==> config.mk <==
export PLATFORM = sky130hd
export DESIGN_NAME = addsub_serial
export DESIGN_NICKNAME = d
export VERILOG_FILES = /design/src/rtl/addsub_serial.sv
export SDC_FILE = /design/constraint.sdc
export NUM_CORES = 1
export LEC_CHECK = 0
export BUFFER_PORTS_ARGS = -buffer_cell sky130_fd_sc_hd__buf_2
export CAP_MARGIN = 20
export CORE_MARGIN = 2
export CORE_UTILIZATION = 56
export CTS_BUF_LIST = sky130_fd_sc_hd__clkbuf_8
export DETAILED_ROUTE_END_ITERATION = 7
export GPL_TIMING_DRIVEN = 0
export PLACE_DENSITY = 0.84
export SLEW_MARGIN = 20
export SYNTH_ARGS = -nofsm -noshare
export SYNTH_HDL_FRONTEND = slang
export SYNTH_SLANG_ARGS = --single-unit
==> constraint.sdc <==
create_clock -name clk -period 3.45 [get_ports clk]
set_clock_uncertainty 0.15 [all_clocks]
set_input_delay 0.1725 -clock clk [delete_from_list [all_inputs] [get_ports clk]]
set_output_delay 0.1725 -clock clk [all_outputs]
set_load 0.02 [all_outputs]
==> src/rtl/addsub_serial.sv <==
// Chunk-serial two's-complement adder/subtractor with carry-chained ADC/SBC.
// One CHUNK-bit slice is reused each cycle, least significant chunk first.
module addsub_serial #(
    parameter int WIDTH = 32,
    parameter int CHUNK = 8
) (
    input  logic             clk,
    input  logic             rst,
    input  logic             in_valid,
    output logic             in_ready,
    input  logic [1:0]       op,
    input  logic [WIDTH-1:0] a,
    input  logic [WIDTH-1:0] b,
    input  logic             c_in,
    output logic             out_valid,
    input  logic             out_ready,
    output logic [WIDTH-1:0] result,
    output logic             c_out,
    output logic             overflow,
    output logic             zero,
    output logic             negative
);

    localparam int NCH = WIDTH / CHUNK;
    localparam int KW  = $clog2(NCH) + 1;

    typedef enum logic [1:0] {IDLE, RUN, DONE} state_t;

    state_t           state;
    state_t           state_next;
    logic [KW-1:0]    k;
    logic [WIDTH-1:0] a_reg;
    logic [WIDTH-1:0] b_reg;
    logic             carry;
    logic [CHUNK-1:0] a_chunk;
    logic [CHUNK-1:0] b_chunk;
    logic [CHUNK-1:0] chunk_sum;
    logic             carry_next;
    logic             c_msb;
    logic             last;
    logic [WIDTH-1:0] result_next;

    function automatic logic [CHUNK:0] slice_add(input logic [CHUNK-1:0] x,
                                                 input logic [CHUNK-1:0] y,
                                                 input logic             ci);
        return {1'b0, x} + {1'b0, y} + {{CHUNK{1'b0}}, ci};
    endfunction

    // Operands shift right so the active chunk is always at the bottom;
    // finished chunks enter the result from the top.
    assign a_chunk                 = a_reg[CHUNK-1:0];
    assign b_chunk                 = b_reg[CHUNK-1:0];
    assign {carry_next, chunk_sum} = slice_add(a_chunk, b_chunk, carry);
    assign c_msb                   = a_chunk[CHUNK-1] ^ b_chunk[CHUNK-1] ^ chunk_sum[CHUNK-1];
    assign last                    = (k == KW'(NCH - 1));
    assign result_next             = (result >> CHUNK) | (WIDTH'(chunk_sum) << (WIDTH - CHUNK));

    always_ff @(posedge clk) begin
        if (rst) state <= IDLE;
        else     state <= state_next;
    end

    always_comb begin
        state_next = state;
        case (state)
            IDLE:    if (in_valid)  state_next = RUN;
            RUN:     if (last)      state_next = DONE;
            DONE:    if (out_ready) state_next = IDLE;
            default:                state_next = IDLE;
        endcase
    end

    always_comb begin
        in_ready  = (state == IDLE);
        out_valid = (state == DONE);
    end

    always_ff @(posedge clk) begin
        if (rst) begin
            k        <= '0;
            result   <= '0;
            c_out    <= 1'b0;
            overflow <= 1'b0;
            zero     <= 1'b0;
            negative <= 1'b0;
        end else if (state == IDLE && in_valid) begin
            k <= '0;
        end else if (state == RUN) begin
            k      <= k + KW'(1);
            result <= result_next;
            if (last) begin
                c_out    <= carry_next;
                overflow <= c_msb ^ carry_next;
                zero     <= (result_next == '0);
                negative <= result_next[WIDTH-1];
            end
        end
    end

    // Operand and carry registers carry no reset; they are loaded on every acceptance.
    always_ff @(posedge clk) begin
        if (state == IDLE && in_valid) begin
            a_reg <= a;
            b_reg <= op[0] ? ~b : b;
            carry <= op[1] ? c_in : op[0];
        end else if (state == RUN) begin
            a_reg <= a_reg >> CHUNK;
            b_reg <= b_reg >> CHUNK;
            carry <= carry_next;
        end
    end

endmodule
# After elaboration in Yosys (flattened, before gate mapping)
# Cells that the tools add are included.
[word_totals]
register_bits = 106
elab_cells = 45
output_inout_bits = 38
in_bits = 71
[op_classes]
reduce_logical = 8
n_eq_ne = 6
add_sub_neg = 3
n_mux = 12
bitwise_logic = 6
[ops]
columns = ["op", "n"]
rows = [
  ["32-bit two-way mux", 5],
  ["32-bit zero test", 1],
  ["32-bit NOT", 1],
  ["24-bit by 32-bit bitwise OR with 32-bit output", 1],
  ["8-bit by 8-bit adder with 9-bit output", 1],
  ["9-bit by 1-bit adder with 9-bit output", 1],
  ["2-bit two-way mux", 3],
  ["2-bit one-hot mux with 3 select lines", 1],
  ["3-bit AND reduction", 2],
  ["2-bit != test (second input constant)", 2],
  ["3-bit by 1-bit adder with 3-bit output (second input constant)", 1],
  ["3-bit by 2-bit equality test with 1-bit output (second input constant)", 1],
  ["1-bit two-way mux", 3],
  ["1-bit XOR", 3],
  ["2-bit by 1-bit equality test with 1-bit output (second input constant)", 1],
  ["2-bit equality test (second input constant)", 1],
  ["2-bit zero test", 1],
  ["2-bit by 1-bit != test with 1-bit output (second input constant)", 1],
  ["2-bit AND reduction", 1],
  ["2-bit nonzero test", 1],
  ["2-bit OR reduction", 1],
  ["1-bit logical AND", 1],
  ["1-bit NOT", 1],
]

# Logic depth before layout (Yosys ltp)
[logic_depth]
ltp_word = 4
ltp_mapped = 7
ltp_nobuf = 7

# Worst setup path before layout
# No wires, ideal clock.
[synth_path]
path_kind = "reg-to-reg"
startpoint = "register state[0]"
endpoint = "register a_reg[0] (enable)"
arrival_ns = 2.136
t_required_ns = 2.606
path_stages_with_launch = 6
period_less_slack_ns = 2.980
n_path_buf = 2
setup_slack_ns = 0.470
setup_time_ns = 0.694
cell_sequence = "dfxtp_1 > nor2_1 > nand2_1 > clkbuf_1 > clkbuf_1 > nand2_1"
[synth_via]
elab_chain_cells = 3
elab_cells_between_ends = 4
cone_classes = "eq/ne: 1; reduce/logical: 3"
[synth_lines]
columns = ["item", "line", "text"]
rows = [
  ["start: declaration", "29", "state_t state;"],
  ["start signal: assignment", "60", "else state <= state_next;"],
  ["2-bit zero test", "102", "if (state == IDLE && in_valid) begin"],
  ["1-bit logical AND", "102", ""],
  ["2-bit nonzero test (no source line) *", "--", ""],
  ["end signal: assignment", "107", "a_reg <= a_reg >> CHUNK;"],
  ["end: declaration", "32", "logic [WIDTH-1:0] a_reg;"],
]
# Mark *: on every way between the ends. The rest lies on a longest branch, timed or not.
# A chain may end at the register's enable or synchronous reset.

# Final worst setup path
[layout_path]
startpoint = "register a_reg[0]"
endpoint = "register zero"
[layout_via]
elab_chain_cells = 4
[layout_lines]
columns = ["item", "line", "text"]
rows = [
  ["8-bit by 8-bit adder with 9-bit output", "46", "return {1'b0, x} + {1'b0, y} + {{CHUNK{1'b0}}, ci};"],
  ["9-bit by 1-bit adder with 9-bit output", "46", ""],
  ["via chunk_sum[1]", "37", "logic [CHUNK-1:0] chunk_sum;"],
  ["24-bit by 32-bit bitwise OR with 32-bit output", "56", "assign result_next = (result >> CHUNK) | (WIDTH'(chunk_sum) << (WIDTH - CHUNK));"],
  ["32-bit zero test", "94", "zero <= (result_next == '0);"],
  ["end signal: assignment", "94", ""],
  ["end: declaration", "20", "output logic zero,"],
]
# The timed path passes the listed nets, and every way through them passes these cells.

==> run metrics <==
status=completed; Pre-Repair DR Iteration Count=6; core area=0.00826 mm²; Final HPWL DP=7.45 mm; commonest non-fill, non-tap cell in the layout=nand2_1; WL/cell=14.5 µm; async set-reset flop share out of synthesis=0; GRT overflow=0; share of the synthesized area in the top cell type=0.408; clock slew at reported path FFs=0.10 ns; CTS tree=built; Clock Latency Late Sink=0.37 ns; die footprint=0.00931 mm²; Vias/cell=5.31; sequential area share after synthesis=0.579; Fin. Hold Viols=0; mapped cell area=0.00479 mm²; Detail Route Antenna Nets=0; CP Capture Type=flop; area leader, netlist=edfxtp_1; Max Slew Vio Count=0; num rows=33; Hold WC Path Type=input port to flop; initial antenna violation count=1; starting DRC count in detailed routing=137; CP startpoint kind=flop; post-CTS setup repair buffer count=0; clock sinks=106; first-pass GRT wire length=17.6 mm; Post-DP Area=0.00549 mm²; YS warnings=0; largest net degree at the start of global routing=64; Final min period=2.68 ns; CP cell instances=fa_1 > fa_1 > nor4_1 > nand4_1 > nor4_1 > nand4_1 > o31ai_1; Critical Path RT=3.58 ns; CTS root buf=clkbuf_8; FF+latch count, synth=106; fmax=373 MHz; FILL cells=561; Slowest-stage cell, CP=fa_1; measured slew at the worst slew-check pin=0.559 ns; area of the multi-input gates=0.00189 mm²; Max Cap Viol=0; Syn Inst Count=484; TritonCTS Buffers=9; Area growth, synth to finish=27.3%; Crit path arrival time=2.82 ns; syn_area_per_cell=9.89 µm²; Total GRT Usage=0.251; most frequent cells in the layout=nand2_1 (160), buf_2 (112), edfxtp_1 (65), dlygate4sd3_1 (42), dfxtp_1 (41); M1 wire length=4.16 mm; Chip Width=96.5 µm; NumNets Final=726; uppermost layer routed=met4; P_leak=2.57 nW; P per Cell Area=481 mW/mm²; drt total wl=11.0 mm; share of cells above drive strength 1=0.210; via count=4013; Final Core Density=0.738; port bufs=106; Initial Utilization=0.580; final cell count without fillers=756; CP max FO=2; Top-Level Pins=109; deepest clock path buffer count=2; design area=0.00610 mm²; Post-synth EDFFs=65; Max-Slew Margin vs Limit=0.627; Main synth FF type=edfxtp_1; dominant cells by area after synthesis=edfxtp_1 (41%), dfxtp_1 (17%), nand2_1 (13%); GPL Wtd Cong=0.977; Placed Cells=696; PnR Total Power=0.00294 W; Synth cell types=39; Max VDD drop=0.249 mV; H-tree Lvls=3; Chip Height=96.5 µm; WL met3=857 µm; DRC viols=0; WS Path Type=flop to flop; vias in the first global route=4061; crit share post-route=0.778; Setup Viol. Count Final=0; metal2 WL=5.64 mm; register area=0.00277 mm²; Net Count, Synth=566; CP peak stage delay=0.52 ns; RSZ-0062 raised after global routing=no
-- critical path, delay by kind of cell (launching register included) --
family	cells	cell delay, ns
adders and majority gates	2	1.03
AOI/OAI and AO/OA	1	0.19
and+or+nand+nor	4	0.83
DFF	1	0.41
-- worst paths after layout --
check	start	end	slack (ns)	cells after the start
max reg2reg	a_reg[0]	zero	0.77	7
min	b[9]	b_reg[9]	0.03	3
min reg2reg	result[3]	result[3]	0.31	2
max	a_reg[0]	zero	0.77	7
-- power breakdown --
part           switching [W]  total [W]  internal, W  leakage, nW
combinational       0.000366   0.000640     0.000274         1.49
clock               0.000440   0.000730     0.000290       0.0934
sequential         0.0000604    0.00157      0.00151        0.990
-- logic make-up (layout without fill, tap and decap cells) --
group,Yosys count,count (layout),synth area share
mux,2,2,0.00418
fa+ha+maj,11,11,0.0319
compound gates,76,76,0.0946
flops,106,106,0.579
buf+inv,32,197,0.0274
simple gates,217,217,0.190
xor+xnor,40,40,0.0732
other cells,0,2,0
-- through the flow --
step,TNS (ns),setup slack (ns),hold slack [ns]
after floorplan,0,0.470,0.197
after global placement,-20.67,-0.320,0.284
after detailed placement,0,0.785,0.288
after CTS,0,0.765,0.0183
after global routing,0,0.438,0.0389
final,0,0.766,0.0277
-- synthesized netlist by cell type, types with 3 or more instances --
library cell,instances
a21o_1,4
ha_1,9
clkbuf_1,23
and3_1,10
dfxtp_1,41
nor2b_1,4
nor2_1,17
a21oi_1,30
nand4_1,3
nor3_1,3
edfxtp_1,65
nor4_1,8
xnor2_1,36
xor2_1,4
buf_2,6
nand2_1,161
o21ai_0,29
-- what timing repair did --
action,4_1_cts,5_1_grt
resized for setup,0,0
hold buffers,42,0
hold endpoints to repair,42,0
-- per-layer routing --
metal | up-vias | global-route usage
met5 | - | 0
met4 | 0 | 0.121
met3 | 34 | 0.0644
met2 | 191 | 0.447
met1 | 1827 | 0.280
li1 | 1961 | -
-- layout make-up --
type / count / share of cell area
Clock buffer: 10 / 0.0226
Timing Repair Buffer: 149 / 0.160
Sequential cell: 106 / 0.455
Tap cell: 105 / 0.0215
Multi-Input combinational cell: 346 / 0.310
Antenna cell: 2 / 0.000821
Buffer: 30 / 0.0203
Inverter: 2 / 0.00123
Clock inverter: 6 / 0.00800
Note: power is estimated with default switching activity, not from simulation.
